===== src/rtl/march_pkg.sv =====
// Shared definitions for the March C- BIST engine: element table and FSM encoding.
package march_pkg;

  localparam int NUM_ELEM = 6;

  localparam logic [2:0] M0 = 3'd0;
  localparam logic [2:0] M1 = 3'd1;
  localparam logic [2:0] M2 = 3'd2;
  localparam logic [2:0] M3 = 3'd3;
  localparam logic [2:0] M4 = 3'd4;
  localparam logic [2:0] M5 = 3'd5;

  localparam logic UP   = 1'b0;
  localparam logic DOWN = 1'b1;

  typedef enum logic [1:0] {
    ST_IDLE  = 2'd0,
    ST_RUN   = 2'd1,
    ST_DRAIN = 2'd2,
    ST_FIN   = 2'd3
  } state_e;

  // first_wr only matters for single-op elements; two-op elements always read then write.
  typedef struct packed {
    logic       dir;
    logic [1:0] nops;
    logic       first_wr;
    logic       rd_bg;
    logic       wr_bg;
  } elem_cfg_t;

  function automatic elem_cfg_t mk_cfg(input logic d, input logic [1:0] n,
                                       input logic fw, input logic rb, input logic wb);
    mk_cfg = '{dir: d, nops: n, first_wr: fw, rd_bg: rb, wr_bg: wb};
  endfunction

  localparam elem_cfg_t [NUM_ELEM-1:0] ELEM_TBL = {
    mk_cfg(UP,   2'd1, 1'b0, 1'b0, 1'b0),   // M5 up(r0)
    mk_cfg(DOWN, 2'd2, 1'b0, 1'b1, 1'b0),   // M4 down(r1,w0)
    mk_cfg(DOWN, 2'd2, 1'b0, 1'b0, 1'b1),   // M3 down(r0,w1)
    mk_cfg(UP,   2'd2, 1'b0, 1'b1, 1'b0),   // M2 up(r1,w0)
    mk_cfg(UP,   2'd2, 1'b0, 1'b0, 1'b1),   // M1 up(r0,w1)
    mk_cfg(UP,   2'd1, 1'b1, 1'b0, 1'b0)    // M0 up(w0)
  };

endpackage


===== src/rtl/march_cmp.sv =====
// Read-compare pipe: tracks expected data for RD_LAT cycles, counts miscompares
// and latches the first failing address/element/data until the next clear.
module march_cmp
  import march_pkg::*;
#(
  parameter int ADDR_W = 8,
  parameter int DATA_W = 4,
  parameter int RD_LAT = 1
) (
  input  logic              Clock,
  input  logic              Reset_n,
  input  logic              clr_i,
  input  logic              push_i,
  input  logic [DATA_W-1:0] exp_i,
  input  logic [ADDR_W-1:0] addr_i,
  input  logic [2:0]        elem_i,
  input  logic [DATA_W-1:0] rdata_i,
  output logic [ADDR_W-1:0] fail_addr_o,
  output logic [2:0]        fail_elem_o,
  output logic [DATA_W-1:0] fail_data_o,
  output logic [7:0]        fail_count_o,
  output logic              pass_nxt_o
);

  logic [RD_LAT-1:0]             vld_pipe;
  logic [RD_LAT-1:0][DATA_W-1:0] exp_pipe;
  logic [RD_LAT-1:0][ADDR_W-1:0] addr_pipe;
  logic [RD_LAT-1:0][2:0]        elem_pipe;

  logic [ADDR_W-1:0] fail_addr_q;
  logic [2:0]        fail_elem_q;
  logic [DATA_W-1:0] fail_data_q;
  logic [7:0]        fail_cnt_q;
  logic              mis;

  always_ff @(posedge Clock or negedge Reset_n) begin
    if (!Reset_n) begin
      vld_pipe  <= '0;
      exp_pipe  <= '0;
      addr_pipe <= '0;
      elem_pipe <= '0;
    end else begin
      vld_pipe[0]  <= push_i;
      exp_pipe[0]  <= exp_i;
      addr_pipe[0] <= addr_i;
      elem_pipe[0] <= elem_i;
      for (int i = 1; i < RD_LAT; i++) begin
        vld_pipe[i]  <= vld_pipe[i-1];
        exp_pipe[i]  <= exp_pipe[i-1];
        addr_pipe[i] <= addr_pipe[i-1];
        elem_pipe[i] <= elem_pipe[i-1];
      end
    end
  end

  assign mis = vld_pipe[RD_LAT-1] && (rdata_i != exp_pipe[RD_LAT-1]);

  // A zero count doubles as "no failure captured yet" for the sticky fields.
  always_ff @(posedge Clock or negedge Reset_n) begin
    if (!Reset_n) begin
      fail_addr_q <= '0;
      fail_elem_q <= '0;
      fail_data_q <= '0;
      fail_cnt_q  <= '0;
    end else if (clr_i) begin
      fail_addr_q <= '0;
      fail_elem_q <= '0;
      fail_data_q <= '0;
      fail_cnt_q  <= '0;
    end else if (mis) begin
      if (fail_cnt_q != 8'hFF) fail_cnt_q <= fail_cnt_q + 8'd1;
      if (fail_cnt_q == 8'd0) begin
        fail_addr_q <= addr_pipe[RD_LAT-1];
        fail_elem_q <= elem_pipe[RD_LAT-1];
        fail_data_q <= rdata_i;
      end
    end
  end

  assign fail_addr_o  = fail_addr_q;
  assign fail_elem_o  = fail_elem_q;
  assign fail_data_o  = fail_data_q;
  assign fail_count_o = fail_cnt_q;
  assign pass_nxt_o   = (fail_cnt_q == 8'd0) && !mis;

endmodule


===== src/rtl/march_cminus_ctrl.sv =====
// March C- sequencer: walks the six elements over the SRAM one op per cycle,
// drives registered SRAM pins and reports Go/NoGo through march_cmp.
module march_cminus_ctrl
  import march_pkg::*;
#(
  parameter int ADDR_W = 8,
  parameter int DATA_W = 4,
  parameter int RD_LAT = 1
) (
  input  logic              Clock,
  input  logic              Reset_n,
  input  logic              start,
  output logic              busy,
  output logic              done,
  output logic              GoNoGo,
  output logic [ADDR_W-1:0] fail_addr,
  output logic [2:0]        fail_elem,
  output logic [DATA_W-1:0] fail_data,
  output logic [7:0]        fail_count,
  output logic              sram_ce,
  output logic              sram_we,
  output logic [ADDR_W-1:0] sram_addr,
  output logic [DATA_W-1:0] sram_wdata,
  input  logic [DATA_W-1:0] sram_rdata
);

  localparam logic [ADDR_W-1:0] ADDR_MAX = '1;

  state_e            state_q, state_d;
  logic [2:0]        elem_q, elem_d;
  logic [ADDR_W-1:0] addr_q, addr_d;
  logic              phase_q, phase_d;
  logic [1:0]        dcnt_q, dcnt_d;
  logic              ce_q, ce_d;
  logic              we_q, we_d;
  logic [DATA_W-1:0] wdata_q, wdata_d;
  logic              gonogo_q, gonogo_d;

  logic              clr, issue, nx_wr, last_phase, last_addr, pass_nxt;

  // elem_q/addr_q/phase_q always describe the op currently on the SRAM pins.
  assign last_phase = (ELEM_TBL[elem_q].nops == 2'd1) || phase_q;
  assign last_addr  = ELEM_TBL[elem_q].dir ? (addr_q == '0) : (addr_q == ADDR_MAX);

  always_comb begin
    state_d  = state_q;
    elem_d   = elem_q;
    addr_d   = addr_q;
    phase_d  = phase_q;
    dcnt_d   = dcnt_q;
    gonogo_d = gonogo_q;
    ce_d     = 1'b0;
    we_d     = 1'b0;
    wdata_d  = '0;
    clr      = 1'b0;
    issue    = 1'b0;
    nx_wr    = 1'b0;

    case (state_q)
      ST_IDLE: begin
        if (start) begin
          clr     = 1'b1;
          issue   = 1'b1;
          state_d = ST_RUN;
          elem_d  = M0;
          addr_d  = '0;
          phase_d = 1'b0;
        end
      end
      ST_RUN: begin
        issue = 1'b1;
        if (!last_phase) begin
          phase_d = 1'b1;
        end else if (!last_addr) begin
          phase_d = 1'b0;
          addr_d  = ELEM_TBL[elem_q].dir ? addr_q - ADDR_W'(1) : addr_q + ADDR_W'(1);
        end else if (elem_q != M5) begin
          phase_d = 1'b0;
          elem_d  = elem_q + 3'd1;
          addr_d  = ELEM_TBL[elem_d].dir ? ADDR_MAX : '0;
        end else begin
          issue   = 1'b0;
          state_d = ST_DRAIN;
          dcnt_d  = 2'(RD_LAT - 1);
        end
      end
      ST_DRAIN: begin
        if (dcnt_q == 2'd0) begin
          state_d  = ST_FIN;
          gonogo_d = pass_nxt;
        end else begin
          dcnt_d = dcnt_q - 2'd1;
        end
      end
      ST_FIN: state_d = ST_IDLE;
      default: state_d = ST_IDLE;
    endcase

    if (issue) begin
      nx_wr   = (ELEM_TBL[elem_d].nops == 2'd2) ? phase_d : ELEM_TBL[elem_d].first_wr;
      ce_d    = 1'b1;
      we_d    = nx_wr;
      wdata_d = nx_wr ? {DATA_W{ELEM_TBL[elem_d].wr_bg}} : '0;
    end
  end

  always_ff @(posedge Clock or negedge Reset_n) begin
    if (!Reset_n) begin
      state_q  <= ST_IDLE;
      elem_q   <= '0;
      addr_q   <= '0;
      phase_q  <= 1'b0;
      dcnt_q   <= '0;
      ce_q     <= 1'b0;
      we_q     <= 1'b0;
      wdata_q  <= '0;
      gonogo_q <= 1'b0;
    end else begin
      state_q  <= state_d;
      elem_q   <= elem_d;
      addr_q   <= addr_d;
      phase_q  <= phase_d;
      dcnt_q   <= dcnt_d;
      ce_q     <= ce_d;
      we_q     <= we_d;
      wdata_q  <= wdata_d;
      gonogo_q <= gonogo_d;
    end
  end

  march_cmp #(
    .ADDR_W (ADDR_W),
    .DATA_W (DATA_W),
    .RD_LAT (RD_LAT)
  ) u_cmp (
    .Clock        (Clock),
    .Reset_n      (Reset_n),
    .clr_i        (clr),
    .push_i       (ce_q & ~we_q),
    .exp_i        ({DATA_W{ELEM_TBL[elem_q].rd_bg}}),
    .addr_i       (addr_q),
    .elem_i       (elem_q),
    .rdata_i      (sram_rdata),
    .fail_addr_o  (fail_addr),
    .fail_elem_o  (fail_elem),
    .fail_data_o  (fail_data),
    .fail_count_o (fail_count),
    .pass_nxt_o   (pass_nxt)
  );

  assign busy       = (state_q == ST_RUN) || (state_q == ST_DRAIN);
  assign done       = (state_q == ST_FIN);
  assign GoNoGo     = gonogo_q;
  assign sram_ce    = ce_q;
  assign sram_we    = we_q;
  assign sram_addr  = addr_q;
  assign sram_wdata = wdata_q;

endmodule


===== config.mk =====
export PLATFORM = sky130hd
export DESIGN_NAME = march_cminus_ctrl
export DESIGN_NICKNAME = d
export VERILOG_FILES = /design/src/rtl/march_pkg.sv /design/src/rtl/march_cmp.sv /design/src/rtl/march_cminus_ctrl.sv
export SDC_FILE = /design/constraint.sdc
export NUM_CORES = 1
export LEC_CHECK = 0
export ABC_AREA = 1
export BUFFER_PORTS_ARGS = -buffer_cell sky130_fd_sc_hd__buf_2
export CORE_AREA = 5 5 98 100
export DETAILED_ROUTE_END_ITERATION = 16
export DIE_AREA = 0 0 103 105
export PLACE_DENSITY = 0.61
export SLEW_MARGIN = 10
export SYNTH_ARGS = -nofsm -noshare
export SYNTH_HDL_FRONTEND = slang
export SYNTH_SLANG_ARGS = --single-unit

===== constraint.sdc =====
create_clock -name Clock -period 2.36 [get_ports Clock]
set_input_delay 0.118 -clock Clock [delete_from_list [all_inputs] [get_ports Clock]]
set_output_delay 0.118 -clock Clock [all_outputs]
set_load 0.05 [all_outputs]

==> run metrics, run 1 <==
clock latency on the worst-skew pair 0.31 ns; starting density of the core 0.344; outcome finished clean; Final nets 430; min Tclk post-route 2.17 ns; Synth Register Bits 56; Slew @ Worst Pin 0.707 ns; Crit-path slowest cell dfrtp_1; leakage 1.81 nW; Hold Fails Final Rpt 0; core footprint 8590 um2; cell area after synthesis 2960 um2; Synth area leaders dfrtp_1 47%, ha_1 8.0%, inv_1 7.0%; vias in the first global route 2423; met2 global-route usage 0.200; initial antenna violation count 0; clk sinks 56; reg-to-reg setup timing slack 0.19 ns; DR DRC count 0; busiest grt layer met2; fmax ~0.46 GHz; hold_sp sram_rdata[2]; Avg Cell Area, Syn 8.53 um2; input/output buffers 46; setup violators final 0; die height 105 um; Most common cell on crit path nand2_4; Top FF cell, synth dfrtp_1; TritonCTS Buffers 5; Yosys Warn Count 0; HPWL Detailed 4.90 mm; clock slew at reported path FFs 0.10 ns; Congestion Overflow GR 0; total power approximately 4.9 mW; layout cells sized above 1 0.210; critical path data required time 2.59 ns; Synth Instances 347; wire per inst 12.8 um; Detailed Route WL 6.57 mm; CP startpoint elem_q[1]; overall routing resource usage 0.125; Final period util 0.919; # IOs 47; die area around 11000 um2; share of the synthesized area in the top cell type 0.473; GP Congestion 0.889; CTS tree built; ys async rst share 1.00; root buffer cell clkbuf_8; Netlist cell types 34; fin util 0.410; max_cap viols 0; CP Buf/Inv Count 4; sequential share of the synthesized area 0.473; most area-hungry cell type in the Yosys netlist dfrtp_1; Final Skew 0.00433 ns; Vias/cell around 4.8; RSZ-0062 raised after global routing true; largest net degree at the start of global routing 57; post-route ant nets 0; number of buffers on the longest clock path 2; Vias 2445; Max Transition Viols Final 0; Crit. End Element register; CP delay by family, top simple AND/OR/NAND/NOR gates; Syn-to-layout area delta 19.0%; ant diodes 0; Iter 0 DRT Violations 110; worst hold path class in2reg; met1 Resource Use GR 0.170; post-synth net total 374; EDFF count, synth 0; CP cell instances ha_1, inv_1, nand2_4, nand2_4, inv_2, buf_4, nand2_2, nand2_4, a21oi_1, nand3_1, inv_2, o21ai_0, o21ai_0; worst relative slew slack 0.529; first-pass GRT wire length 11.2 mm; Detailed Routing Iterations Pass 1 4; chip width about 100 um; Worst VDD drop roughly 0.39 mV; count leader, synth dfrtp_1; slowest stage delay, CP 0.42 ns; grt met3 use 0.0247; Worst R2R Start elem_q[1]; H-tree lvl count 2; Critical Path AT 2.40 ns; Post-synth top cells 56 x dfrtp_1, 55 x inv_1, 54 x nand2_1; cell row count 34; startpoint types register; CP Max Fanout 10; crit path kind reg2reg; pwr dens approximately 1400 nW/um2
-- path summary, 6_finish.rpt --
| kind | endpoint | cells past startpoint |
|---|---|---|
| setup reg to reg | sram_addr[0] | 13 |
| setup / recovery | sram_addr[0] | 13 |
| max in group asynchronous | sram_addr[6] | 3 |
| min in group asynchronous | u_cmp.fail_addr_o[3] | 3 |
| hold reg to reg | u_cmp.vld_pipe | 1 |
| hold / removal | u_cmp.fail_data_o[2] | 3 |
-- state kept, by name, indices dropped and copies added, names as in the netlist, 2 cells and up --
register and cells:
u_cmp.fail_addr_o 8, dcnt_q 2, state_q 2, sram_addr 8, u_cmp.fail_elem_o 3, u_cmp.fail_count_o 8
u_cmp.elem_pipe 3, u_cmp.fail_data_o 4, u_cmp.addr_pipe 8, elem_q 3
-- worst min-delay path, cell delays in order --
cell and delay [ns]:
buf_2 0.11, nand3_1 0.07, o21ai_0 0.06
-- per-stage QoR --
step | setup TNS [ns] | hold WS, ns | worst slack [ns] | cells | instance area (um2)
2_1_floorplan | 0 | -0.178 | 0.206 | 347 | 2960
3_3_place_gp | 0 | 0.298 | 0.162 | 501 | 3340
3_5_place_dp | 0 | 0.303 | 0.0448 | 501 | 3340
4_1_cts | 0 | 0.0764 | 0.0158 | 510 | 3440
5_1_grt | -0.0314 | 0.104 | -0.0314 | 512 | 3520
6_report | 0 | 0.0848 | 0.190 | 512 | 3520
-- final cells by class --
cell class,instances,area (um2)
flip-flops and latches,56,1400
clock buffers,6,82.6
clock inverters,2,10.0
well taps,108,135
inverters,59,224
multi-input cells,225,1360
repair buffers,56,308
fillers,883,5070
-- what timing repair did --
action / in CTS / in global routing
hold endpoints to repair: 56 / 0
gates resized for setup: 0 / 8
setup endpoints to repair: 0 / 6
hold buffers: 1 / 0
buffers inserted: 0 / 2
-- kinds of logic (layout without fill, tap and decap cells) --
family          Yosys count  in the layout  share of synthesized area
compound gates           63             63                      0.119
xor+xnor                  3              3                    0.00888
fa+ha+maj                20             20                     0.0871
buf+inv                  66            123                     0.0892
flops                    56             56                      0.473
simple gates            139            139                      0.222
-- cell usage in the layout (no fill, tap or decap), types with 3 or more instances in the layout --
cell type   n
dfrtp_1    56
inv_1      54
nand2_1    54
buf_2      46
nor2_1     30
nand3_1    30
o21ai_0    28
a21oi_1    17
ha_1       14
buf_4       9
nand4_1     8
clkbuf_8    6
o22ai_1     5
ha_4        5
inv_2       4
nand2_4     4
o21ai_1     4
nor3_1      3
xnor2_1     3
-- metal layers --
metal	vias up	routed length (um)	share of wire
li1	1236	-	-
met1	1154	3090	0.47
met2	46	3040	0.46
met3	9	328	0.050
met4	0	104	0.016
met5	-	0	0
-- report_power, final --
part           leakage (nW)  internal, mW  total (mW)  switching, mW
clock network        0.0510         0.235       0.544          0.309
registers             0.757          1.27        1.53          0.265
logic                  1.01         0.850        2.87           2.02
(Power assumes the default switching activity.)
==> inputs of run 2 (changes only) <==
- PLACE_DENSITY: 0.61 -> 0.63
- clock period: 2.36 -> 1.9 ns (I/O delays scaled with it)
==> run 2 against run 1 <==
Net effect:
- the flow now finishes with violations (setup timing)
- combinational power increased by 55%
- critical path type unchanged
- largest power group unchanged
- sequential power increased by 23%
- global-route usage increased by 0.73 points
==> run metrics, run 2 (synthesized netlist as in run 1, its figures left out) <==
outcome finished, violations left; failing checks setup timing; fmax 0.496 GHz; clock slew at reported path FFs about 0.11 ns; DR DRC count 0; slowest stage delay, CP 0.40 ns; Final period util 1.06; Final Hold Slack 0.0524 ns; worst relative slew slack 0.671; starting density of the core 0.344; commonest non-fill, non-tap cells in the layout 54 x dfrtp_1, 50 x inv_1, 48 x nand2_1; number of buffers on the longest clock path 2; Setup WS pre-CTS -0.113 ns; DP Cell Count roughly 530; Vias 2584; setup violators final 6; core footprint 8590 um2; root buffer cell clkbuf_8; fin util 0.457; chip width 103 um; leakage 2.02 nW; most common cell after layout, fill and taps aside dfrtp_1; vias in the first global route 2509; Worst VDD drop 0.503 mV; ant diodes 0; GP Congestion between 0.9 and 1; startpoint types register; final non-filler cell total 548; Max Transition Viols Final 0; cell row count 34; overall routing resource usage 0.132; CP Max Fanout 7; wire per inst about 13 um; Most common cell on crit path nand2_1; Crit-path slowest cell dfrtp_1; critical path data required time 2.12 ns; Congestion Overflow GR 0; HPWL Detailed 5.16 mm; RSZ-0062 raised after global routing true; CP delay by family, top adder cells; CTS tree built; Slew @ Worst Pin 0.493 ns; layout cells sized above 1 0.334; pwr dens 1790 nW/um2; post-route ant nets 0; first-pass GRT wire length approximately 12 mm; Detailed Route WL 7.00 mm; max_cap viols 0; die area between 10000 and 15000 um2; largest net degree at the start of global routing 37; total power 7.02 mW; Iter 0 DRT Violations about 160; die height 105 um; clock latency on the worst-skew pair about 0.31 ns; crit path kind reg2reg; setup ws final -0.116 ns; Critical Path AT 2.24 ns; CP cell instances ha_2, inv_2, nand2_4, nand2_8, inv_8, ha_4, a21oi_4, nand2_2, a21oi_2, o21ai_2, xnor2_1, nand3_1, nand2_1, nand2_1; Detailed Routing Iterations Pass 1 4; # IOs 47; Final nets 466; TritonCTS Buffers 5; Final Skew ~0.014 ns; initial antenna violation count 0; Syn-to-layout area delta 32.5%; min Tclk post-route roughly 2 ns; clk sinks between 50 and 60; input/output buffers 46; Hold Fails Final Rpt 0; worst hold path class in2reg; H-tree lvl count 2; Crit. End Element register; CP Buf/Inv Count 2; Vias/cell around 4.7
run 2: cell count changes in the layout (fill, tap and decap cells not counted), sizes merged:
cell / before / now
buf: 55 / 91
clkbuf: 6 / 5
inv: 59 / 60
clkinv: 2 / 0
clkinvlp: 0 / 2
run 2: through the flow:
step | TNS [ns] | cell area, um2
detailed placement | -0.424 | 3630
floorplan | -0.0775 | 3000
global placement | -0.135 | 3630
global route | -1.68 | 3920
CTS | -0.239 | 3810
finish | -0.425 | 3920
run 2: layout make-up:
type	instances	area, um2
clock inverter	3	25.0
clock buffer	5	68.8
inverter	59	235
sequential	56	1400
multi-input combinational	225	1450
timing repair buffer	92	611
tap	108	135
fill	817	4670
run 2: power by group:
part / internal, mW / leakage, nW / switching [mW]
logic: 1.61 / 1.22 / 2.85
registers: 1.59 / 0.754 / 0.287
clock network: 0.270 / 0.0452 / 0.411
total: 3.47 / 2.02 / 3.55
run 2: worst paths after layout:
path / from / endpoint / slack [ns] / depth (start not counted)
worst max-delay path: elem_q[0] / sram_addr[5] / -0.12 / 14
worst max register to register: elem_q[0] / sram_addr[5] / -0.12 / 14
worst min-delay path: sram_rdata[2] / u_cmp.fail_data_o[2] / 0.05 / 3
max in group asynchronous: Reset_n / dcnt_q[0] / 1.06 / 3
worst min register to register: sram_we / u_cmp.vld_pipe / 0.43 / 1
min in group asynchronous: Reset_n / sram_addr[3] / 0.26 / 2
run 2: metal layers:
layer / global-route usage / vias up / share of wire / wire [um]
met5: 0 / - / 0 / 0
met4: 0.0481 / 0 / 0.028 / 194
met3: 0.0273 / 17 / 0.053 / 370
met2: 0.217 / 65 / 0.50 / 3470
met1: 0.171 / 1190 / 0.42 / 2960
li1: - / 1312 / - / -
run 2: what timing repair did:
action / 4_1_cts / 5_1_grt
hold buffers: 1 / 0
pin swaps: 6 / 16
setup endpoints to repair: 11 / 16
endpoints found under the hold margin: 20 / 0
resized for setup: 11 / 31
setup buffers: 5 / 2
run 2: worst min-delay path, cell delays in order:
cell     delay (ns)
buf_2          0.11
nand3_1        0.07
o21ai_0        0.06
